==> config.mk <==
export PLATFORM = sky130hd
export DESIGN_NAME = fprint_comparator_ctrl
export DESIGN_NICKNAME = d
export VERILOG_FILES = /design/src/rtl/fprint_comparator_ctrl_pkg.sv /design/src/rtl/fprint_task_prio_enc.sv /design/src/rtl/fprint_comparator_ctrl.sv
export SDC_FILE = /design/constraint.sdc
export NUM_CORES = 1
export LEC_CHECK = 0
export CORE_ASPECT_RATIO = 1.25
export CORE_MARGIN = 2
export CORE_UTILIZATION = 25
export DETAILED_ROUTE_END_ITERATION = 8
export HOLD_SLACK_MARGIN = 0.03
export SLEW_MARGIN = 25
export SYNTH_ARGS = -nofsm -noshare
export SYNTH_HDL_FRONTEND = slang
export SYNTH_SLANG_ARGS = --single-unit
==> constraint.sdc <==
create_clock -name clk -period 3.3 [get_ports clk]
set_clock_uncertainty 0.15 [all_clocks]
set_input_delay 0.33 -clock clk [delete_from_list [all_inputs] [get_ports clk]]
set_output_delay 0.33 -clock clk [all_outputs]
set_load 0.01 [all_outputs]
==> src/rtl/fprint_comparator_ctrl_pkg.sv <==
// ---------------------------------------------------------------------------
// fprint_comparator_ctrl_pkg
//   Shared CRC/fingerprint dimensions used by the comparator controller and
//   its helpers, plus a pointer-increment helper that wraps modulo the
//   fingerprint RAM depth.
// ---------------------------------------------------------------------------
package fprint_comparator_ctrl_pkg;

  localparam int CRC_WIDTH             = 32;  // fingerprint width
  localparam int CRC_KEY_SIZE          = 16;  // number of tasks
  localparam int CRC_KEY_WIDTH         = 4;   // task index width
  localparam int CRC_RAM_SIZE          = 8;   // fingerprint RAM depth per core
  localparam int CRC_RAM_ADDRESS_WIDTH = 3;   // fingerprint RAM address width

  // Next pointer value, wrapping at CRC_RAM_SIZE (the depth need not be a
  // power of two).
  function automatic logic [CRC_RAM_ADDRESS_WIDTH-1:0] ptr_inc(
    input logic [CRC_RAM_ADDRESS_WIDTH-1:0] p
  );
    if (p == CRC_RAM_ADDRESS_WIDTH'(CRC_RAM_SIZE - 1)) begin
      return '0;
    end
    return p + CRC_RAM_ADDRESS_WIDTH'(1);
  endfunction

endpackage

==> src/rtl/fprint_task_prio_enc.sv <==
// ---------------------------------------------------------------------------
// fprint_task_prio_enc
//   Lowest-set-bit priority encoder over the per-task check-in vector.
//   Ports:
//     req   in  CRC_KEY_SIZE   one bit per task
//     idx   out CRC_KEY_WIDTH  index of the lowest set bit (0 when none)
//     valid out 1              at least one bit of req is set
// ---------------------------------------------------------------------------
module fprint_task_prio_enc
  import fprint_comparator_ctrl_pkg::*;
(
  input  logic [CRC_KEY_SIZE-1:0]  req,
  output logic [CRC_KEY_WIDTH-1:0] idx,
  output logic                     valid
);

  // Scan from the top down so the last hit written is the lowest index.
  always_comb begin
    idx = '0;
    for (int i = CRC_KEY_SIZE - 1; i >= 0; i--) begin
      if (req[i]) begin
        idx = CRC_KEY_WIDTH'(i);
      end
    end
  end

  assign valid = |req;

endmodule

==> src/rtl/fprint_comparator_ctrl.sv <==
// ---------------------------------------------------------------------------
// fprint_comparator_ctrl
//   Tracks per-core fingerprint head pointers and a shared tail pointer,
//   compares the two cores' fingerprints entry by entry, and hands verified
//   (or faulted) tasks back to the check-in register for clearing.
//   Ports:
//     clk, reset               clock, asynchronous active-high reset
//     increment_head_pointer   request to advance hp[logical_core_id]
//     logical_core_id          core owning the request / head pointer mux
//     increment_hp_ack         one-cycle grant of an increment
//     fprint_head_pointer      head pointer of logical_core_id
//     comp_tail_pointer0/1     shared compare read address (tail pointer)
//     fprint0/1                RAM read data, one cycle after the address
//     checkin_reg_out          per-task "both cores checked in" bits
//     comp_task_verified/comp_task  clear request for a task, held to ack
//     fprint_reg_ack           acknowledge of the clear request
//     mismatch/mismatch_task   sticky fault flag and first faulting task
//     mismatch_clear           clears the fault flag and task
// ---------------------------------------------------------------------------
module fprint_comparator_ctrl
  import fprint_comparator_ctrl_pkg::*;
(
  input  logic                             clk,
  input  logic                             reset,
  input  logic                             increment_head_pointer,
  input  logic                             logical_core_id,
  output logic                             increment_hp_ack,
  output logic [CRC_RAM_ADDRESS_WIDTH-1:0] fprint_head_pointer,
  output logic [CRC_RAM_ADDRESS_WIDTH-1:0] comp_tail_pointer0,
  output logic [CRC_RAM_ADDRESS_WIDTH-1:0] comp_tail_pointer1,
  input  logic [CRC_WIDTH-1:0]             fprint0,
  input  logic [CRC_WIDTH-1:0]             fprint1,
  input  logic [CRC_KEY_SIZE-1:0]          checkin_reg_out,
  output logic                             comp_task_verified,
  output logic [CRC_KEY_WIDTH-1:0]         comp_task,
  input  logic                             fprint_reg_ack,
  output logic                             mismatch,
  output logic [CRC_KEY_WIDTH-1:0]         mismatch_task,
  input  logic                             mismatch_clear
);

  typedef enum logic [2:0] {
    ST_IDLE,
    ST_READ,
    ST_COMPARE,
    ST_VERIFY,
    ST_FAULT
  } state_t;

  state_t                           state_q, state_d;
  logic [CRC_RAM_ADDRESS_WIDTH-1:0] hp0_q, hp0_d;
  logic [CRC_RAM_ADDRESS_WIDTH-1:0] hp1_q, hp1_d;
  logic [CRC_RAM_ADDRESS_WIDTH-1:0] tp_q, tp_d;
  logic                             ack_q, ack_d;
  logic                             inc_done_q, inc_done_d;
  logic [CRC_KEY_WIDTH-1:0]         comp_task_q, comp_task_d;
  logic                             mismatch_q, mismatch_d;
  logic [CRC_KEY_WIDTH-1:0]         mismatch_task_q, mismatch_task_d;

  logic [CRC_KEY_WIDTH-1:0]         enc_idx;
  logic                             enc_valid;
  logic [CRC_RAM_ADDRESS_WIDTH-1:0] sel_hp;
  logic                             full;
  logic                             grant;
  logic                             fault_entry;
  logic [CRC_KEY_WIDTH-1:0]         fault_task;

  fprint_task_prio_enc u_prio_enc (
    .req   (checkin_reg_out),
    .idx   (enc_idx),
    .valid (enc_valid)
  );

  assign sel_hp = logical_core_id ? hp1_q : hp0_q;
  // Advancing onto the tail would make a full buffer look empty.
  assign full   = (ptr_inc(sel_hp) == tp_q);
  // A fault reports the lowest checked-in task if any, else the last task.
  assign fault_task = enc_valid ? enc_idx : comp_task_q;

  always_comb begin
    state_d         = state_q;
    hp0_d           = hp0_q;
    hp1_d           = hp1_q;
    tp_d            = tp_q;
    ack_d           = 1'b0;
    comp_task_d     = comp_task_q;
    mismatch_d      = mismatch_q;
    mismatch_task_d = mismatch_task_q;
    fault_entry     = 1'b0;

    case (state_q)
      ST_IDLE: begin
        if ((hp0_q != tp_q) && (hp1_q != tp_q)) begin
          state_d = ST_READ;
        end else if (enc_valid) begin
          if (hp0_q != hp1_q) begin
            state_d     = ST_FAULT;
            fault_entry = 1'b1;
          end else begin
            state_d     = ST_VERIFY;
            comp_task_d = enc_idx;
          end
        end
      end
      ST_READ: begin
        state_d = ST_COMPARE;
      end
      ST_COMPARE: begin
        if (fprint0 == fprint1) begin
          tp_d    = ptr_inc(tp_q);
          state_d = ST_IDLE;
        end else begin
          state_d     = ST_FAULT;
          fault_entry = 1'b1;
        end
      end
      ST_VERIFY, ST_FAULT: begin
        if (fprint_reg_ack) begin
          state_d = ST_IDLE;
        end
      end
      default: begin
        state_d = ST_IDLE;
      end
    endcase

    // Increments run alongside the FSM. One grant per request assertion;
    // a discard cycle suppresses the grant so it cannot be lost silently.
    grant = increment_head_pointer && !inc_done_q && !full && !fault_entry;
    inc_done_d = increment_head_pointer && (inc_done_q || grant);
    if (grant) begin
      ack_d = 1'b1;
      if (logical_core_id) begin
        hp1_d = ptr_inc(hp1_q);
      end else begin
        hp0_d = ptr_inc(hp0_q);
      end
    end

    if (fault_entry) begin
      // Discard all outstanding fingerprints of both cores.
      hp0_d       = '0;
      hp1_d       = '0;
      tp_d        = '0;
      comp_task_d = fault_task;
      mismatch_d  = 1'b1;
      // Keep the first fault's task unless it is being cleared right now.
      if (!mismatch_q || mismatch_clear) begin
        mismatch_task_d = fault_task;
      end
    end else if (mismatch_clear) begin
      mismatch_d      = 1'b0;
      mismatch_task_d = '0;
    end
  end

  always_ff @(posedge clk or posedge reset) begin
    if (reset) begin
      state_q         <= ST_IDLE;
      hp0_q           <= '0;
      hp1_q           <= '0;
      tp_q            <= '0;
      ack_q           <= 1'b0;
      inc_done_q      <= 1'b0;
      comp_task_q     <= '0;
      mismatch_q      <= 1'b0;
      mismatch_task_q <= '0;
    end else begin
      state_q         <= state_d;
      hp0_q           <= hp0_d;
      hp1_q           <= hp1_d;
      tp_q            <= tp_d;
      ack_q           <= ack_d;
      inc_done_q      <= inc_done_d;
      comp_task_q     <= comp_task_d;
      mismatch_q      <= mismatch_d;
      mismatch_task_q <= mismatch_task_d;
    end
  end

  assign increment_hp_ack    = ack_q;
  assign fprint_head_pointer = sel_hp;
  assign comp_tail_pointer0  = tp_q;
  assign comp_tail_pointer1  = tp_q;
  assign comp_task_verified  = (state_q == ST_VERIFY) || (state_q == ST_FAULT);
  assign comp_task           = comp_task_q;
  assign mismatch            = mismatch_q;
  assign mismatch_task       = mismatch_task_q;

endmodule

# --- Yosys cells after proc, flatten, opt, wreduce, memory -nomap -nowiden ---
# Index checks and enable logic that the tools add are counted.
totals:
  mem_count: 0
  romBits: 0
  wordCells: 127
  mem_bits_rw: 0
  latchBits: 0
  ff_bits: 23
op_classes:
  n_lt_le_gt_ge: 0
  n_eq_ne: 19
  n_reduce_logical: 28
  n_mux: 67
  bitwise: 0
  multipliers: 0
  add_sub_neg: 4
  n_shift: 0
  n_div: 0
ops:
  columns: ["op", "n"]
  rows:
  - ["4-bit two-way mux", 25]
  - ["3-bit two-way mux", 23]
  - ["32-bit equality test", 1]
  - ["1-bit two-way mux", 17]
  - ["16-bit OR reduction", 1]
  - ["3-bit equality test, second input constant", 5]
  - ["2-bit nonzero test", 7]
  - ["3-bit by 1-bit adder with 3-bit output, second input constant", 4]
  - ["3-bit case mux with 4 select lines", 1]
  - ["2-bit AND reduction", 5]
  - ["3-bit != test", 3]
  - ["3-bit by 2-bit equality test with 1-bit output, second input constant", 2]
  - ["2-bit != test, second input constant", 3]
  - ["1-bit logical AND", 5]
  - ["1-bit zero test", 4]
  - ["2-bit by 1-bit != test with 1-bit output, second input constant", 2]
  - ["4-bit AND reduction", 1]
  - ["3-bit by 1-bit equality test with 1-bit output, second input constant", 1]
  - ["3-bit equality test", 1]
  - ["3-bit zero test", 1]
  - ["1-bit logical OR", 3]
  - ["3-bit != test, second input constant", 1]
  - ["1-bit case mux with 2 select lines", 1]
  - ["2-bit OR reduction", 1]

# --- Depth between registers and ports, before layout ---
# Gate-level depths: netlist (run 1).
logic_depth:
  depth_word: 21
  ltp_mapped: 11

# --- By module ---
# From an unflattened synthesis (run 1), not the netlist that was laid out.
hier_totals:
  hier_cells: 216
  hier_area_um2: 1935.6
modules_own_cells:
  columns: ["module", "area_per_inst_um2", "n_inst", "seq_area_each_um2", "cells_per_inst"]
  rows:
  - ["fprint_comparator_ctrl", 1759.2, 1, 575.6, 182]
  - ["fprint_task_prio_enc", 176.4, 1, 0.0, 34]

# --- Least setup slack after synthesis (run 1) ---
# OpenSTA, ideal clock, no wires.
synth_path:
  kind: "input -> register"
  startpoint: "in logical_core_id"
  endpoint: "reg hp1_q[1]"
  stages: 11
  t_arrival_ns: 2.581
  n_path_buf: 2
  setup_ns: 0.119
  path_slack_ns: 0.451
  cell_sequence: "buf_2 mux2_2 ha_1 ha_1 nand2b_1 xnor2_1 o41ai_2 or2_0 clkbuf_1 mux2i_1 nor2_1"
synth_between:
  elab_chain_len: 10
  elab_cells_between_ends: 12
synth_rtl:
  columns: ["item", "line_no", "text"]
  rows:
  - ["start, declared", "fprint_comparator_ctrl.sv:26", "input logic logical_core_id,"]
  - ["3-bit two-way mux *", "fprint_comparator_ctrl.sv:74", "assign sel_hp = logical_core_id ? hp1_q : hp0_q;"]
  - ["named net fprint_head_pointer[0]", "fprint_comparator_ctrl.sv:28", "output logic [CRC_RAM_ADDRESS_WIDTH-1:0] fprint_head_pointer,"]
  - ["parallel branches: the longest is 2 deep, another holds 3-bit by 1-bit adder with 3-bit output", null, null]
  - ["3-bit two-way mux *", "fprint_comparator_ctrl_pkg.sv:23", "return p + CRC_RAM_ADDRESS_WIDTH'(1);"]
  - ["3-bit equality test *", "fprint_comparator_ctrl.sv:76", "assign full = (ptr_inc(sel_hp) == tp_q);"]
  - ["1-bit zero test *", "fprint_comparator_ctrl.sv:129", "grant = increment_head_pointer && !inc_done_q && !full && !fault_entry;"]
  - ["1-bit logical AND * (2 in a row)", "fprint_comparator_ctrl.sv:129", null]
  - ["2-bit nonzero test (no source line) *", null, null]
  - ["2-bit AND reduction (no source line) *", null, null]
  - ["end signal, assigned", "fprint_comparator_ctrl.sv:171", "hp1_q <= hp1_d;"]
  - ["end, declared", "fprint_comparator_ctrl.sv:52", "logic [CRC_RAM_ADDRESS_WIDTH-1:0] hp1_q, hp1_d;"]
# Mark *: on every way through the listed nets, which the timed path passes.
# A chain may end at the register's enable or synchronous reset.

# --- Worst setup path after layout (run 1) ---
layout_path:
  startpoint: "in logical_core_id"
  endpoint: "reg hp1_q[1]"
layout_between:
  elab_chain_len: 10
  elab_cells_between_ends: 12
layout_rtl:
  columns: ["item"]
  rows:
  - ["parallel branches: the longest is 9 deep, another holds 3-bit by 1-bit adder with 3-bit output"]
  - ["2-bit AND reduction (no source line) *"]
# Every way passes the cells marked *.

==> results of run 1 <==
[power groups by stage]
| stage | Clock [mW] | Sequential [mW] | Combinational [mW] |
|---|---|---|---|
| 2_1_floorplan | 0 | 0.487 | 0.586 |
| 4_1_cts | 0.186 | 0.492 | 0.942 |
| 6_report | 0.181 | 0.491 | 0.925 |
| 3_5_place_dp | 0 | 0.497 | 0.940 |
| 3_3_place_gp | 0 | 0.495 | 0.925 |
| 5_1_grt | 0.197 | 0.509 | 1.04 |
[per-stage QoR]
stage / setup WS [ps] / std cells / hold WS (ps) / utilization, %
5_1_grt: 207 / 416 / 345 / 41.8
2_1_floorplan: 451 / 219 / 182 / -
6_report: 367 / 416 / 271 / 41.8
3_5_place_dp: 85.9 / 412 / 327 / 41.2
3_3_place_gp: 182 / 412 / 319 / 41.2
4_1_cts: 359 / 416 / 345 / 41.8
[final cells by class]
class | count | share of cell area (%)
inverters | 6 | 0.728
multi-input cells | 183 | 40.7
flip-flops and latches | 23 | 18.6
clock inverters | 1 | 0.243
repair buffers | 108 | 34.7
clock buffers | 3 | 1.33
well taps | 92 | 3.72
[synthesized netlist by cell type (2+ instances only)]
cell type  count  share of area [%]
nor2_1        24                4.7
buf_6          2                1.2
or3_1          2               0.65
o21ai_0        9                2.4
and2_1         3               0.98
nor2b_1        6                2.0
dfrtp_1       23                 30
o21bai_1       2               0.79
xnor2_1       40                 18
ha_1           8                5.2
nand2_1       20                3.9
nor3_1         4                1.0
a32o_1         3                1.6
nand2b_1       3               0.98
o2bb2ai_1      2               0.92
nand4_1       10                3.3
o211ai_1       2               0.79
o21a_1         3                1.2
nor4_1         2               0.65
mux2i_1        2                1.0
a21oi_1       14                3.7
buf_4          3                1.2
mux2_2         4                2.4
inv_1          6                1.2
[kinds of logic (layout without fill, tap and decap cells)]
kind of cell             after synthesis  in the layout  synth area share, %
AO/OA/AOI/OAI                         46             46                 16.9
buffers and inverters                 13            118                 3.99
AND/OR/NAND/NOR                       82             82                 21.6
flip-flops                            23             23                 30.1
XOR/XNOR                              41             41                 18.8
multiplexers                           6              6                 3.40
adder cells (fa/ha/maj)                8              8                 5.24
[final timing paths]
path,start,to,cells after the start,slack [ps]
max,logical_core_id,hp1_q[1]$_DFFE_PP0P_,10,370
min,reset,hp0_q[0]$_DFFE_PP0P_,2,270
max reg2reg,hp0_q[0]$_DFFE_PP0P_,hp1_q[1]$_DFFE_PP0P_,9,570
min reg2reg,inc_done_q$_DFF_PP0_,inc_done_q$_DFF_PP0_,2,340
max in group asynchronous,reset,comp_tail_pointer0[1]$_DFFE_PP0P_,2,2310
min in group clk,inc_done_q$_DFF_PP0_,inc_done_q$_DFF_PP0_,2,340
[registers in the layout (all words and copies together), names as in the netlist]
| signal | count |
|---|---|
| comp_tail_pointer0 | 3 |
| comp_task | 4 |
| hp0_q | 3 |
| hp1_q | 3 |
| inc_done_q | 1 |
| increment_hp_ack | 1 |
| mismatch | 1 |
| mismatch_task | 4 |
| state_q | 3 |
[per-layer routing]
layer  track usage (%)  vias up
met5                 0        -
met4              3.46        0
met3             0.980        4
met2              24.1       40
met1              15.8      901
li1                  -      979
==> summary.txt, run 1 <==
Routing
  – Routed WL: between 5000 and 6000 um
  – Routed Antenna Nets: 0
  – Vias per inst: ~4.6
  – Met1 Wirelength: around 2200 um
  – Via count: 1924
  – DRC Markers: 0
  – Highest routed layer: met4
  – WL met3: about 150 um
  – Met2 WL: 3030 um
  – Wire per inst: 13.0 um
  – Pre-antenna DRT Iters: 4
  – Drt initial violations: 54

Timing
  – Max-slew headroom: 43.5%
  – Fmax: 341 MHz
  – Final-report max-slew violation count: 0
  – Setup violations, final: 0
  – RSZ-0062 raised after global routing: no
  – Final Hold Fails: 0
  – Period Utilization, post-route: 88.9%
  – Tmin final: 2930 ps
  – TNS Setup: 0 ps
  – Slew @ Worst Pin: ~840 ps

Power
  – PwrDens: about 520 nW/um2
  – Seq pwr share: 30.7%
  – Net switching fraction of the power: 39.7%
  – Sw Pwr: approximately 0.63 mW
  – Clock Power Share: 11.3%
  – Comb pwr share: 58.0%
  – Power Internal: slightly below 1 mW
  – Overall Power: 1.60 mW
  – P_leak: between 1 and 1.5 nW
  – Maximum VDD drop: 0.271 mV

Worst setup path
  – Crit path max fanout: 4
  – CP Launch Type: input pin
  – Critical-path cell list: clkdlybuf4s50_1, mux2_2, ha_1, ha_1, nand2b_1, xnor2_1, o41ai_2, or2_0, mux2i_1, nor2_1
  – Slowest stage cell on the critical path: clkdlybuf4s50_1
  – Data required, critical path: 3300 ps
  – Crit path DAT: 2930 ps
  – Kind of cell adding the most delay to the critical path: multiplexers
  – Most frequent cell on the critical path: ha_1
  – Buffers and inverters on the worst path: 1
  – Peak per-stage delay on the critical path: about 560 ps
  – CP endpoint kind: flip-flop
  – WS Path Type: in2reg

Logic synthesis
  – Syn nets: between 300 and 400
  – Ys Warns: 0
  – Seq/Total Area, Yosys: 30.1%
  – Mapped Area: 1910 um2
  – Post-synthesis register bit count: 23
  – Top_reg_cell synth: dfrtp_1
  – Average cell area after synthesis: 8.73 um2
  – EDFF count, synth: 0
  – Syn Inst Count: 219
  – Async SR Flop Fraction: 100%
  – Number of library cell types mapped by synthesis: between 40 and 50

Finish
  – Cell area after layout: about 3100 um2
  – Fill cell count: 761
  – Nets: 419
  – Diodes inserted: 0
  – Area growth syn-to-layout: 61.9%
  – Leading cell type in the layout, fill and taps excluded: clkdlybuf4s50_1
  – Reg area: about 580 um2
  – Area of the multi-input gates: 1260 um2
  – Share of cells above drive strength 1: 5.25%
  – Commonest non-fill, non-tap cells in the layout: clkdlybuf4s50_1, xnor2_1, nor2_1

Run
  – Max cap viols: 0

Clock tree
  – CTS tree: built
  – CTS buffer count: 3
  – Clk_lat worst skew: between 200 and 300 ps
  – Post-CTS Setup Inserts: 0
  – # H-tree levels: 1
  – Clock Tree Buf Depth: 2
  – Num Clock Sinks: 23
  – Resize count post-CTS: 0
  – Hold-fix buffers at CTS: 0
  – CTS clk-pin slew, worst paths: 90 ps
  – CTS Root Cell: clkbuf_8

Outcome
  – Status: finished clean

Die
  – Die area: 8370 um2
  – I/O pins: 106
  – Row count: 35
  – Die X-Extent: between 80 and 90 um
  – Total core area: 7400 um2
  – Initial core utilization: 25.8%
  – Die Span Y: between 100 and 150 um

GRT
  – Antenna violations before repair: 0
  – Largest net degree at the start of global routing: 24
  – Grt ovf: 0
  – Vias in the first global route: 1947
  – GRT Total Usage: 13.0%
  – First-pass GRT wire length: slightly below 9000 um

Placement
  – DP HPWL: ~4600 um
  – GPL Wtd Cong: ~0.73
  – PortBufs: 105
  – Post-place instance area: 3050 um2

Min path
  – Worst min-delay path category: in2async
No activity file was read; power rests on OpenSTA's default activity.
==> inputs of run 2 (changes only) <==
--- a/config.mk
+++ b/config.mk
@@ -5,11 +5,13 @@
 export SDC_FILE = /design/constraint.sdc
 export NUM_CORES = 1
 export LEC_CHECK = 0
+export ABC_CLOCK_PERIOD_IN_PS = 3300
 export CORE_ASPECT_RATIO = 1.25
 export CORE_MARGIN = 2
-export CORE_UTILIZATION = 25
+export CORE_UTILIZATION = 39
 export DETAILED_ROUTE_END_ITERATION = 8
 export HOLD_SLACK_MARGIN = 0.03
+export PLACE_DENSITY = 0.81
 export SLEW_MARGIN = 25
 export SYNTH_ARGS = -nofsm -noshare
 export SYNTH_HDL_FRONTEND = slang
==> run 2 against run 1 <==
First-iteration DRC count grew 100%. Clock-buffer cell count is the same. Non-clock buffer count is the same. Critical path depth is the same. Worst hold slack gained 72 ps. Combinational power grew 0.4%. Via count shrank 1.6%. Flip-flop and latch count is the same. Setup slack gained 40 ps. Die area shrank 34%. Utilization grew 23 points.
==> summary.txt, run 2 (same netlist as run 1, synthesis figures left out) <==
Die
  – Die area: 5480 um2 (-34%)
  – Total core area: 4730 um2 (-36%)
  – Row count: 28 (-20%)
  – Die Span Y: 82.3 um (-19%)
  – Initial core utilization: 40.4% (+15 points)
  – I/O pins: 106 (unchanged)
  – Die X-Extent: 66.6 um (-19%)

Worst setup path
  – R2R depth: 9 (unchanged)
  – Peak per-stage delay on the critical path: 550 ps (about the same)
  – Worst flop-to-flop path startpoint: hp0_q[0]$_DFFE_PP0P_
  – Kind of cell adding the most delay to the critical path: multiplexers
  – CP endpoint kind: flip-flop
  – CP Launch Type: input pin
  – Buffers and inverters on the worst path: 1 (unchanged)
  – Crit path DAT: 2900 ps (-30 ps)
  – R2R Setup Slk: 600 ps (+30 ps)
  – R2R Path End: hp1_q[1]$_DFFE_PP0P_
  – Slowest stage cell on the critical path: clkdlybuf4s50_1
  – Most frequent cell on the critical path: ha_1
  – CP Depth: 10 (unchanged)
  – Critical-path cell list: clkdlybuf4s50_1, mux2_2, ha_1, ha_1, nand2b_1, xnor2_1, o41ai_2, or2_0, mux2i_1, nor2_1
  – WS Path Type: in2reg
  – Data required, critical path: 3300 ps (about the same)
  – Crit path max fanout: 4 (unchanged)

Clock tree
  – Resize count post-CTS: 0 (unchanged)
  – Hold-fix buffers at CTS: 0 (unchanged)
  – Post-CTS Setup Inserts: 0 (unchanged)
  – Clk_lat worst skew: 260 ps (about the same)
  – CTS Root Cell: clkbuf_8
  – CTS clk-pin slew, worst paths: 80 ps (about the same)
  – CTS tree: built
  – Num Clock Sinks: 23 (unchanged)
  – Clock Tree Buf Depth: 2 (unchanged)
  – # H-tree levels: 1 (unchanged)
  – CTS buffer count: 3 (unchanged)

Finish
  – Share of cells above drive strength 1: 5.25% (unchanged)
  – Leading cell type in the layout, fill and taps excluded: clkdlybuf4s50_1
  – Nets: 419 (unchanged)
  – Commonest non-fill, non-tap cells in the layout: clkdlybuf4s50_1, xnor2_1, nor2_1
  – Diodes inserted: 0 (unchanged)
  – Area growth syn-to-layout: 59.7%

Routing
  – Routed Antenna Nets: 0 (unchanged)
  – DRC Markers: 0 (unchanged)
  – Routed WL: 5130 um (-4.9%)
  – Vias per inst: 4.93 (+6.6%)
  – Wire per inst: 13.4 um (+3.1%)
  – Pre-antenna DRT Iters: 4 (unchanged)
  – Via count: 1894 (-1.6%)
  – Drt initial violations: 110 (+100%)

Timing
  – Final Hold Fails: 0 (unchanged)
  – TNS Setup: 0 ps (unchanged)
  – Max-slew headroom: 40.9% (-2.6 points)
  – Final-report max-slew violation count: 0 (unchanged)
  – Period Utilization, post-route: 87.7% (-1.2 points)
  – Slew @ Worst Pin: 885 ps (+42.5 ps)
  – Tmin final: 2890 ps (-40.1 ps)
  – Setup violations, final: 0 (unchanged)
  – Fmax: 346 MHz (+1.4%)
  – RSZ-0062 raised after global routing: no
  – Min Hold Slack: 344 ps (+72.5 ps)

Power
  – PwrDens: 522 nW/um2 (+1.2%)
  – Maximum VDD drop: 0.297 mV (+9.7%)
  – P_leak: 1.23 nW (+0.62%)
  – Overall Power: 1.59 mW (-0.21%)

Placement
  – PortBufs: 105 (unchanged)
  – DP HPWL: 4350 um (-6.1%)
  – GPL Wtd Cong: 0.773 (+5.9%)

Run
  – Max cap viols: 0 (unchanged)

Min path
  – Hold Path Sink: inc_done_q$_DFF_PP0_
  – Hold_sp: inc_done_q$_DFF_PP0_
  – Worst min-delay path category: reg2reg
  – WHS Path Cells: 2

GRT
  – Vias in the first global route: 1760 (-9.6%)
  – GRT Total Usage: 18.8% (+5.8 points)
  – Antenna violations before repair: 0 (unchanged)
  – Largest net degree at the start of global routing: 24 (unchanged)
  – First-pass GRT wire length: 8020 um (-8.1%)
  – Grt ovf: 0 (unchanged)

Outcome
  – Status: finished clean
[run 2: cell types whose count changed in the layout (fill, tap and decap cells not counted), sizes merged]
| cell | before | now |
|---|---|---|
| clkinvlp | 1 | 0 |
| inv | 5 | 6 |
[run 2: tightest hold or removal path, cell delays in order (launching register included)]
cell	delay, ps
dfrtp_1	350
nand2_1	50
o21ai_0	60
[run 2: worst max path at each step]
| stage | to | start |
|---|---|---|
| final | hp1_q[1]$_DFFE_PP0P_ | logical_core_id |
| after global placement | hp1_q[1]$_DFFE_PP0P_ | logical_core_id |
| after detailed placement | hp1_q[2]$_DFFE_PP0P_ | logical_core_id |
| after global routing | hp1_q[1]$_DFFE_PP0P_ | logical_core_id |
| after floorplan | hp1_q[1]$_DFFE_PP0P_ | logical_core_id |
| after CTS | hp1_q[2]$_DFFE_PP0P_ | logical_core_id |
[run 2: report_power, final]
group          internal [mW]  switching, mW  leakage, nW  total (mW)
clock network         0.0843         0.0899       0.0255       0.174
logic                  0.503          0.425        0.898       0.929
registers              0.375          0.116        0.305       0.490
total                  0.962          0.631         1.23        1.59
[run 2: layout make-up]
type	count	area [um2]
Fill cell	437	1680
Multi-Input combinational cell	183	1260
Timing Repair Buffer	108	1070
Sequential cell	23	576
Tap cell	60	75.1
Clock buffer	3	41.3
Inverter	6	22.5
Clock inverter	1	5.00
[run 2: metrics by stage]
step / util, % / instances / setup WS [ps] / area [um2]
after global placement: 63.6 / 380 / 226 / 3010
after floorplan: - / 219 / 451 / 1910
after global routing: 64.6 / 384 / 268 / 3050
after detailed placement: 63.6 / 380 / 135 / 3010
after CTS: 64.6 / 384 / 410 / 3050
final: 64.6 / 384 / 407 / 3050
[run 2: routing by layer]
metal | wire length [um] | GRT usage (%) | share of wire, %
met5 | 0 | 0 | 0
met1 | 1960 | 23.4 | 38
met4 | 40 | 3.88 | 0.78
met3 | 122 | 2.71 | 2.4
met2 | 3000 | 34.3 | 59
==> RTL change (settings of run 1) <==
Set the package constant `CRC_RAM_ADDRESS_WIDTH` to 2 (it was 3).
--- a/src/rtl/fprint_comparator_ctrl_pkg.sv
+++ b/src/rtl/fprint_comparator_ctrl_pkg.sv
@@ -11,5 +11,5 @@
   localparam int CRC_KEY_WIDTH         = 4;   // task index width
   localparam int CRC_RAM_SIZE          = 8;   // fingerprint RAM depth per core
-  localparam int CRC_RAM_ADDRESS_WIDTH = 3;   // fingerprint RAM address width
+  localparam int CRC_RAM_ADDRESS_WIDTH = 2;   // fingerprint RAM address width
 
   // Next pointer value, wrapping at CRC_RAM_SIZE (the depth need not be a
Interface: changed (resized comp_tail_pointer0, comp_tail_pointer1 and fprint_head_pointer); port bits go from 106 to 103. No check against the original RTL was run, so the function may have changed too.
==> RTL change against run 1 <==
Area after synthesis down 13%. Total power down 15%. Largest cell class unchanged. Wire length shrank 10%. Setup slack improved by 0.39 ns. Design area shrank 8.6%. Non-clock buffer count is 6 lower. Largest power group unchanged. Die area down 12%. Sequential cell count decreased by 3.
==> RTL change: results (changes against run 1) <==
status=completed; Max Freq=0.394 GHz (+15%); placed cell areas=0.00276 mm² (-9.4%); Tot GR Track Use=13.6% (+0.63 points); post-synthesis sequential area ratio=30.0% (-0.14 points); vias in the first global route=1736 (-11%); Fin Hold WS=0.368 ns (+0.0971 ns); maximum fanout along the worst path=8 (+4); R2R Path End=mismatch_task[3]; post-synthesis cell type count=44 (-4.3%); Final #Nets=385 (-8.1%); Post-DP HPWL=4200 µm (-9.3%); Gate Count Post-Synth=194 (-11%); filler instances=695 (-8.7%); Critical Path AT=2.54 ns (-0.39 ns); Initial DRC Count=40 (-26%); grt met2 use=27.7% (+3.6 points); worst stage delay on the critical path=0.47 ns (-0.09 ns); largest net degree at the start of global routing=21 (-13%); NetSw=0.488 mW (-23%); Commonest cells post-synth=xnor2_1 (38), dfrtp_1 (20), nor2_1 (20); Placement Setup Slack=0.417 ns (+0.331 ns); Worst Setup SP=fprint1[10]; family with the most delay on the worst path=compound AO/OA/AOI/OAI gates; Max VDD drop=0.267 mV (-1.4%); Leakage=1.07 nW (-13%); layout cells sized above 1=3.39% (-1.9 points); worst reg-to-reg setup slack=0.99 ns (+0.42 ns); worst setup path end=comp_task[0]; M1 GR Usage=14.6% (-1.2 points); first-pass GRT wire length=8070 µm (-7.7%); WL final=4830 µm (-10%); I/O Buffers=102 (-2.9%)
RTL change: final cells by class:
cell class              instances  area, µm²  share of cell area (%)
clock buffers                   3       41.3                    1.46
clock inverters                 1       30.0                    1.06
inverters                       9       33.8                    1.19
multi-input cells             160       1090                    38.7
flip-flops and latches         20        500                    17.7
well taps                      87        109                    3.85
repair buffers                102       1020                    36.1
RTL change: logic make-up after synthesis:
group           count (synthesis)  synth area share (%)
flops                          20                  30.0
compound gates                 37                  15.1
xor+xnor                       39                  20.4
mux                             7                  4.34
buf+inv                        14                  4.49
simple gates                   74                  23.4
fa+ha+maj                       3                  2.25
RTL change: routing by layer:
layer	vias to the layer above	part of all wire, %
met5	-	0
met4	0	1.2
met3	6	4.9
met2	46	56
met1	788	38
li1	892	-
RTL change: power groups by stage:
stage	combinational, mW	clock (mW)	sequential (mW)
finish	0.703	0.244	0.417
CTS	0.714	0.251	0.418
floorplan	0.443	0	0.412
global route	0.786	0.261	0.435
global placement	0.699	0	0.423
detailed placement	0.709	0	0.421
